File: src/rtl/timestamp_readout.sv
// timestamp_readout: snapshots the 48-bit time value on each rising edge of
// the capture strobe into a small FIFO, and presents the head entry to the
// host as three 16-bit words, most significant word first.
//
// Word-phase FSM
//   state  | meaning
//   PH_HI  | head[47:32] on data_out; next read advances
//   PH_MID | head[31:16] on data_out; next read advances
//   PH_LO  | head[15:0]  on data_out; next read pops the entry
module timestamp_readout #(
    parameter int DEPTH = 8,
    parameter int AW    = 3
) (
    input  logic          clk,
    input  logic          rst_n,
    input  logic          capture,
    input  logic [47:0]   time_in,
    input  logic          data_read,
    input  logic          clr_ovf,
    output logic [15:0]   data_out,
    output logic          empty,
    output logic          full,
    output logic          overflow,
    output logic [AW:0]   count
);

    typedef enum logic [1:0] {
        PH_HI  = 2'd0,
        PH_MID = 2'd1,
        PH_LO  = 2'd2
    } phase_t;

    localparam logic [AW:0]   FULL_CNT = (AW+1)'(DEPTH);
    localparam logic [AW:0]   CNT_ONE  = 1;
    localparam logic [AW-1:0] PTR_ONE  = 1;

    phase_t          phase_q, phase_d;
    logic            cap_q;
    logic [AW-1:0]   wr_ptr_q, wr_ptr_d;
    logic [AW-1:0]   rd_ptr_q, rd_ptr_d;
    logic [AW:0]     count_q, count_d;
    logic            ovf_q, ovf_d;
    logic [47:0]     mem_q [DEPTH];
    logic [47:0]     head;

    logic            cap_evt;
    logic            rd_ok;
    logic            pop;
    logic            push;
    logic            drop;

    assign empty    = (count_q == '0);
    assign full     = (count_q == FULL_CNT);
    assign count    = count_q;
    assign overflow = ovf_q;

    // A full FIFO still accepts a capture when the same cycle retires the head.
    assign cap_evt = capture & ~cap_q;
    assign rd_ok   = data_read & ~empty;
    assign pop     = rd_ok & (phase_q == PH_LO);
    assign push    = cap_evt & (~full | pop);
    assign drop    = cap_evt & ~push;

    // Word-phase next state: advance on each accepted host read, wrap after the low word.
    always_comb begin
        phase_d = phase_q;
        if (rd_ok) begin
            case (phase_q)
                PH_HI:   phase_d = PH_MID;
                PH_MID:  phase_d = PH_LO;
                default: phase_d = PH_HI;
            endcase
        end
    end

    // Pointer, occupancy and sticky-overflow next state.
    always_comb begin
        wr_ptr_d = wr_ptr_q;
        rd_ptr_d = rd_ptr_q;
        count_d  = count_q;
        ovf_d    = ovf_q;
        if (push) wr_ptr_d = wr_ptr_q + PTR_ONE;
        if (pop)  rd_ptr_d = rd_ptr_q + PTR_ONE;
        case ({push, pop})
            2'b10:   count_d = count_q + CNT_ONE;
            2'b01:   count_d = count_q - CNT_ONE;
            default: count_d = count_q;
        endcase
        if (clr_ovf) ovf_d = 1'b0;
        if (drop)    ovf_d = 1'b1;
    end

    // Head-word mux; forced to zero while nothing is stored.
    always_comb begin
        head     = mem_q[rd_ptr_q];
        data_out = '0;
        if (!empty) begin
            case (phase_q)
                PH_HI:   data_out = head[47:32];
                PH_MID:  data_out = head[31:16];
                PH_LO:   data_out = head[15:0];
                default: data_out = '0;
            endcase
        end
    end

    // Control state registers with synchronous reset.
    always_ff @(posedge clk) begin
        if (!rst_n) begin
            phase_q  <= PH_HI;
            cap_q    <= 1'b0;
            wr_ptr_q <= '0;
            rd_ptr_q <= '0;
            count_q  <= '0;
            ovf_q    <= 1'b0;
        end else begin
            phase_q  <= phase_d;
            cap_q    <= capture;
            wr_ptr_q <= wr_ptr_d;
            rd_ptr_q <= rd_ptr_d;
            count_q  <= count_d;
            ovf_q    <= ovf_d;
        end
    end

    // Entry storage is never cleared; a capture during reset is not written.
    always_ff @(posedge clk) begin
        if (rst_n && push) mem_q[wr_ptr_q] <= time_in;
    end

endmodule

File: config.mk
export PLATFORM = sky130hd
export DESIGN_NAME = timestamp_readout
export DESIGN_NICKNAME = d
export VERILOG_FILES = /design/src/rtl/timestamp_readout.sv
export SDC_FILE = /design/constraint.sdc
export NUM_CORES = 1
export LEC_CHECK = 0
export ABC_CLOCK_PERIOD_IN_PS = 9600
export CAP_MARGIN = 20
export CORE_MARGIN = 3
export CORE_UTILIZATION = 55
export CTS_CLUSTER_DIAMETER = 50
export DETAILED_ROUTE_END_ITERATION = 10
export GPL_TIMING_DRIVEN = 1
export MAX_ROUTING_LAYER = met4
export PLACE_DENSITY = 0.74
export SYNTH_ARGS = -nofsm -noshare
export SYNTH_HDL_FRONTEND = slang
export SYNTH_SLANG_ARGS = --single-unit
File: constraint.sdc
create_clock -name clk -period 9.6 [get_ports clk]
set_input_delay 1.44 -clock clk [delete_from_list [all_inputs] [get_ports clk]]
set_output_delay 1.44 -clock clk [all_outputs]
set_load 0.02 [all_outputs]
==> qor.txt <==
vias per std cell: 6.12
placed cells: 1,127
Setup crit end kind: primary output
Final TNS setup: 0 ns
I/O pin cnt: 76
LEAKAGE: 5.50 nW
Die Ht: 174 um
f_max: 190 MHz
Resized cells post-CTS: 0
Clock H-tree levels: 2
fin cells: 1,199
Die ar.: 0.0303 mm^2
Setup CP Type: reg -> out
Total Routing Usage GR: 0.219
Critical Path Start Type: flip-flop
Clock power frac: 0.420
I/O Buffers: 75
worst hold slack: 0.474 ns
Placer Congestion: 0.748
clock buffer depth: 3
vias in the first global route: 7,793
Die X: 174 um
DP HPWL: 16.6 mm
most common cell in the netlist: edfxtp_1
GRT Residual Overflow: 0
final setup fails: 0
library cells used by synthesis: 44
Post-Syn Instances: 701
# DRC: 0
Core Area: 0.0273 mm^2
Synth Net Count: 759
Antenna Violating Nets Remaining: 0
VDD IR-drop max: 0.000129 V
final slew viol count: 0
Most Crowded Layer GR: met2
standard-cell rows: 60
met1 Usage GRT: 0.296
CP max FO: 31
first-pass GRT wire length: 48.3 mm
top cell types by occurrence after synthesis: edfxtp_1 (384), mux4_2 (103), nand2_1 (24)
Final #Nets: 855
initial antenna violation count: 1
Initial Utilization: 0.569
cell area after layout: 0.0180 mm^2
worst slack at placement: 4.67 ns
Mean Syn Cell Area: 22.2 um^2
Net Switching: 709 uW
Final Cycle Share: 0.548
via count: 7,343
FFs w/ async S/R, synth: 0
Pre-antenna DRT Iters: 5
Logic pwr share: 0.043
Final Total Pwr: 3.63 mW
post-synthesis sequential area ratio: 0.764
final worst slack: 4.34 ns
synthesis-stage register bit count: 401
number of buffers created by CTS: 39
Post-CTS Setup Bufs: 0
max cap viols: 0
CTS Sinks: 401
Synth area leader: edfxtp_1
Area contributors post-synth: edfxtp_1 (74%), mux4_2 (15%), dfxtp_1 (2.2%)
hold-fix buffers at CTS: 0
Clock Pin Slew Worst Setup and Hold Paths: 0.06 ns
Internal: 2.92 mW
Least-Margin Pin Slew: 0.974 ns
Hold Crit Class: reg -> reg
WL per Instance: 26.0 um
Multi-input gate area: 0.00348 mm^2
met3 Track Usage GR: 0.0312
Worst-Skew Late Latency: 0.53 ns
met2 global-route usage: 0.360
filler instances: 1,751
Cell Area, Placed: 0.0167 mm^2
Final Hold Fails: 0
CTS tree: built
power per cell area: 201 mW/mm^2
Finished Core Util: 0.659
clk_skew: 0.0174 ns
initial DRC count: 861
Area growth syn-to-layout: 16.0%
outcome: completed
sw frac: 0.195
Post-Route WL: 31.2 mm
largest net degree at the start of global routing: 71
YS warnings: 0
layout cell share with drive strength beyond 1: 0.252
Worst Path Required: 8.16 ns
RSZ-0062 raised after global routing: false
Tmin final: 5.26 ns
Reg area: 0.0119 mm^2
top-area cell type share of the netlist area: 0.742
Post-Syn Area: 0.0155 mm^2
max_slew headroom: 0.351
Post-synth EDFFs: 384
Critical Path AT: 3.82 ns
sequential power share: 0.537
top_reg_cell synth: edfxtp_1
Root Driver: clkbuf_16
==> cells in the final DEF, fill, tap and decap left out, types with 2 or more instances in the layout <==
cell | synthesis | final
nor2b_1 | 3 | 3
nand3_1 | 2 | 2
dfxtp_1 | 17 | 14
o21ai_0 | 3 | 3
and2_1 | 3 | 3
buf_4 | 9 | 14
nor3_2 | 0 | 4
nand3b_1 | 2 | 2
clkdlybuf4s50_1 | 0 | 75
nand2b_1 | 10 | 10
clkinv_1 | 0 | 8
clkbuf_16 | 0 | 41
clkbuf_1 | 15 | 10
a21oi_1 | 10 | 10
clkinv_2 | 0 | 3
mux4_2 | 103 | 103
nand2_1 | 24 | 24
ha_1 | 4 | 4
a31oi_1 | 10 | 10
mux2i_1 | 5 | 5
dfxtp_4 | 0 | 2
mux2_2 | 19 | 19
xnor2_1 | 3 | 3
clkinvlp_4 | 0 | 2
edfxtp_1 | 384 | 384
or3_1 | 2 | 2
a22oi_1 | 16 | 16
nor2_4 | 0 | 2
nor4_2 | 1 | 2
inv_1 | 5 | 5
nor2_1 | 14 | 12
nor3_1 | 8 | 4
bufinv_16 | 0 | 5
==> power groups by stage <==
stage                     logic [mW]  registers, mW  clock network, mW
after floorplan               0.0702           1.98                  0
after CTS                      0.156           1.95               1.56
after global routing           0.166           1.95               1.62
final                          0.155           1.95               1.53
after detailed placement       0.154           1.99                  0
after global placement         0.149           1.98                  0
==> cells by family (layout without fill, tap and decap cells) <==
logic type                 Yosys count  in the layout  synth area share
and+or+nand+nor                     76             76            0.0246
other                                0              1                 0
buffers and inverters               41            166            0.0157
muxes                              127            127             0.166
xor gates and xnor gates             4              4           0.00226
DFF                                401            401             0.764
AOI/OAI and AO/OA                   47             47            0.0226
adders and majority gates            5              5           0.00451
==> final timing paths <==
path	start	end	slack, ns	cells past startpoint
max	flip-flop	data_out[15]	4.34	7
min reg2reg	overflow	overflow	0.47	2
max reg2reg	phase_q[0]	mem_q[0][38]	6.59	5
min	overflow	overflow	0.47	2
==> layer usage <==
metal  wire (um)  vias to the layer above
met5           0                        -
met4         526                        0
met3        2110                       38
met2       16200                      291
met1       12300                     3868
li1            -                     3146
==> cell type report <==
| type | count | area share |
|---|---|---|
| tap | 372 | 0.0258 |
| antenna | 1 | 0.000139 |
| clock inverter | 19 | 0.0123 |
| inverter | 6 | 0.00125 |
| multi-input combinational | 259 | 0.193 |
| clock buffer | 51 | 0.0590 |
| sequential | 401 | 0.659 |
| timing repair buffer | 90 | 0.0490 |
==> registers in the layout, indices dropped and copies added, names as in the netlist, named ones only <==
| name | flops |
|---|---|
| mem_q | 384 |
| phase_q | 2 |
| count | 4 |
| overflow | 1 |
| wr_ptr_q | 3 |
| rd_ptr_q | 3 |
| cap_q | 1 |
==> critical path: stages (launching register included) <==
cell             delay [ns]
dfxtp_4                0.62
buf_4                  0.54
buf_16                 0.30
mux4_2                 0.56
mux4_2                 0.51
nand2b_1               0.13
a21oi_1                0.08
clkdlybuf4s50_1        0.54
Note: power is estimated with default switching activity, not from simulation.
==> patch: new RTL, same settings <==
`DEPTH`: 8 -> 16.
--- a/src/rtl/timestamp_readout.sv
+++ b/src/rtl/timestamp_readout.sv
@@ -8,7 +8,7 @@
 //   PH_MID | head[31:16] on data_out; next read advances
 //   PH_LO  | head[15:0]  on data_out; next read pops the entry
 module timestamp_readout #(
-    parameter int DEPTH = 8,
+    parameter int DEPTH = 16,
     parameter int AW    = 3
 ) (
     input  logic          clk,
Formal check against the unedited RTL: not equivalent (a bounded check fails within 4 cycles, from zero or initial values and one cycle with rst_n low).
==> patch against the unedited design <==
  * Utilization down 1.6 points
  * Wire length fell by 1.7%
  * Sequential cell count stayed put
  * Worst setup slack worse by 670 ps
  * Cell area down 0.48%
  * Area after synthesis up 0.56%
  * Via count grew 5.7%
  * Critical path depth decreased by 1
  * Register-to-register slack better by 90 ps
Power is not compared: it rests on default switching activity, and its combinational part moved more than twofold at a synthesized area within 25%.
==> patch: results (changes against the unedited design) <==
syn nets -> 876 (+15%)
CP max FO -> 60 (+94%)
M1 WL -> 13.15 mm (+6.6%)
# fillers -> 1847 (+5.5%)
largest net degree at the start of global routing -> 61 (-14%)
M1 GR Usage -> 0.2901 (-0.005893)
status -> completed
Critical Setup Path Class -> reg -> out
multi-input logic portion of the cell area -> 0.1952 (+0.002116)
met2 wire length -> 14.82 mm (-8.6%)
Seq. cell area -> 11880 sq um (unchanged)
WL/cell -> 23.32 um (-10%)
Crit Reg-Reg Endpoint -> mem_q[4][29]
slowest library cell on the worst path -> nor2b_2
clock skew -> 10.36 ps (-7.022 ps)
GR Util met2 -> 0.3325 (-0.02784)
share of cells above drive strength 1 -> 0.1390 (-0.1128)
CP endpoint -> data_out[1]
EDFF count, synth -> 384 (unchanged)
GP Congestion -> 0.7518 (+0.52%)
synth cell count leaders -> 384 x edfxtp_1, 146 x mux2i_1, 56 x a22oi_1
top cells by area, synth -> edfxtp_1 74%, mux2i_1 9.4%, mux4_2 4.6%
mux cell area share after synthesis -> 0.1397 (-0.02664)
diode count -> 2 (+1)
flop-to-flop setup slack -> 6680 ps (+90 ps)
final worst path period share -> 0.6177 (+0.06943)
Synth Area in Compound Gates -> 0.04356 (+0.02093)
xor/xnor share of the synthesized area -> 0.003363 (+0.001108)
Num CTS Buffers -> 39 (unchanged)
DRT Pass-1 Iters -> 5 (unchanged)
crit-path max cell delay -> 910 ps (+290 ps)
vias in the first global route -> 7974 (+2.3%)
hold_sp -> count[3]
non-clock buffer area fraction after layout -> 0.04815 (-0.0008802)
WHS Endpoint -> count[3]
first-pass GRT wire length -> 47.91 mm (-0.89%)
inverter count -> 4 (-2)
Worst slew margin -> 0.3205 (-0.03014)
Final nets -> 963 (+13%)
sw frac -> 0.1915
H-tree levels -> 2 (unchanged)
multi-input combinational cell count -> 369 (+42%)
Initial DRC Count -> 788 (-8.5%)
HPWL Detailed -> 16.95 mm (+2.2%)
initial antenna violation count -> 2 (+1)
CLK BUF -> 42 (-18%)
worst r2r src -> count[1]
Leak -> 0.005346 uW
Adder-Cell Fraction of Synth Area -> 0.004004 (-0.0005057)
Cell variety after synth -> 39 (-11%)
via count -> 7764 (+5.7%)
GRT Total Usage -> 0.2125 (-0.006721)
Clock-cell share -> 0.06657 (-0.004750)
max reg flops -> 384 (unchanged)
met3 global-route usage -> 0.03735 (+0.006116)
post-synthesis sequential area ratio -> 0.7598 (-0.004283)
[patch: metrics by stage]
step | hold WS [ps] | area, sq um | instances | utilization
after floorplan | 451.8 | 15630 | 818 | -
after global placement | 462.4 | 16730 | 1242 | 0.6006
after detailed placement | 476.3 | 16730 | 1242 | 0.6006
after CTS | 489.9 | 17930 | 1313 | 0.6435
after global routing | 524.1 | 17930 | 1315 | 0.6437
final | 483.4 | 17930 | 1315 | 0.6437
[patch: kinds of logic (layout without fill, tap and decap cells)]
| group | Yosys count | count (layout) |
|---|---|---|
| compound gates | 92 | 92 |
| xor+xnor | 6 | 6 |
| fa+ha+maj | 5 | 5 |
| buf+inv | 48 | 165 |
| flops | 401 | 401 |
| mux | 178 | 178 |
| other cells | 0 | 2 |
| simple gates | 88 | 88 |
[patch: critical path: cells and delay by family, from the launching register on]
kind	cells	cell delay, ps
compound gates	2	370
buf+inv	2	1480
flops	1	900
simple gates	2	1050
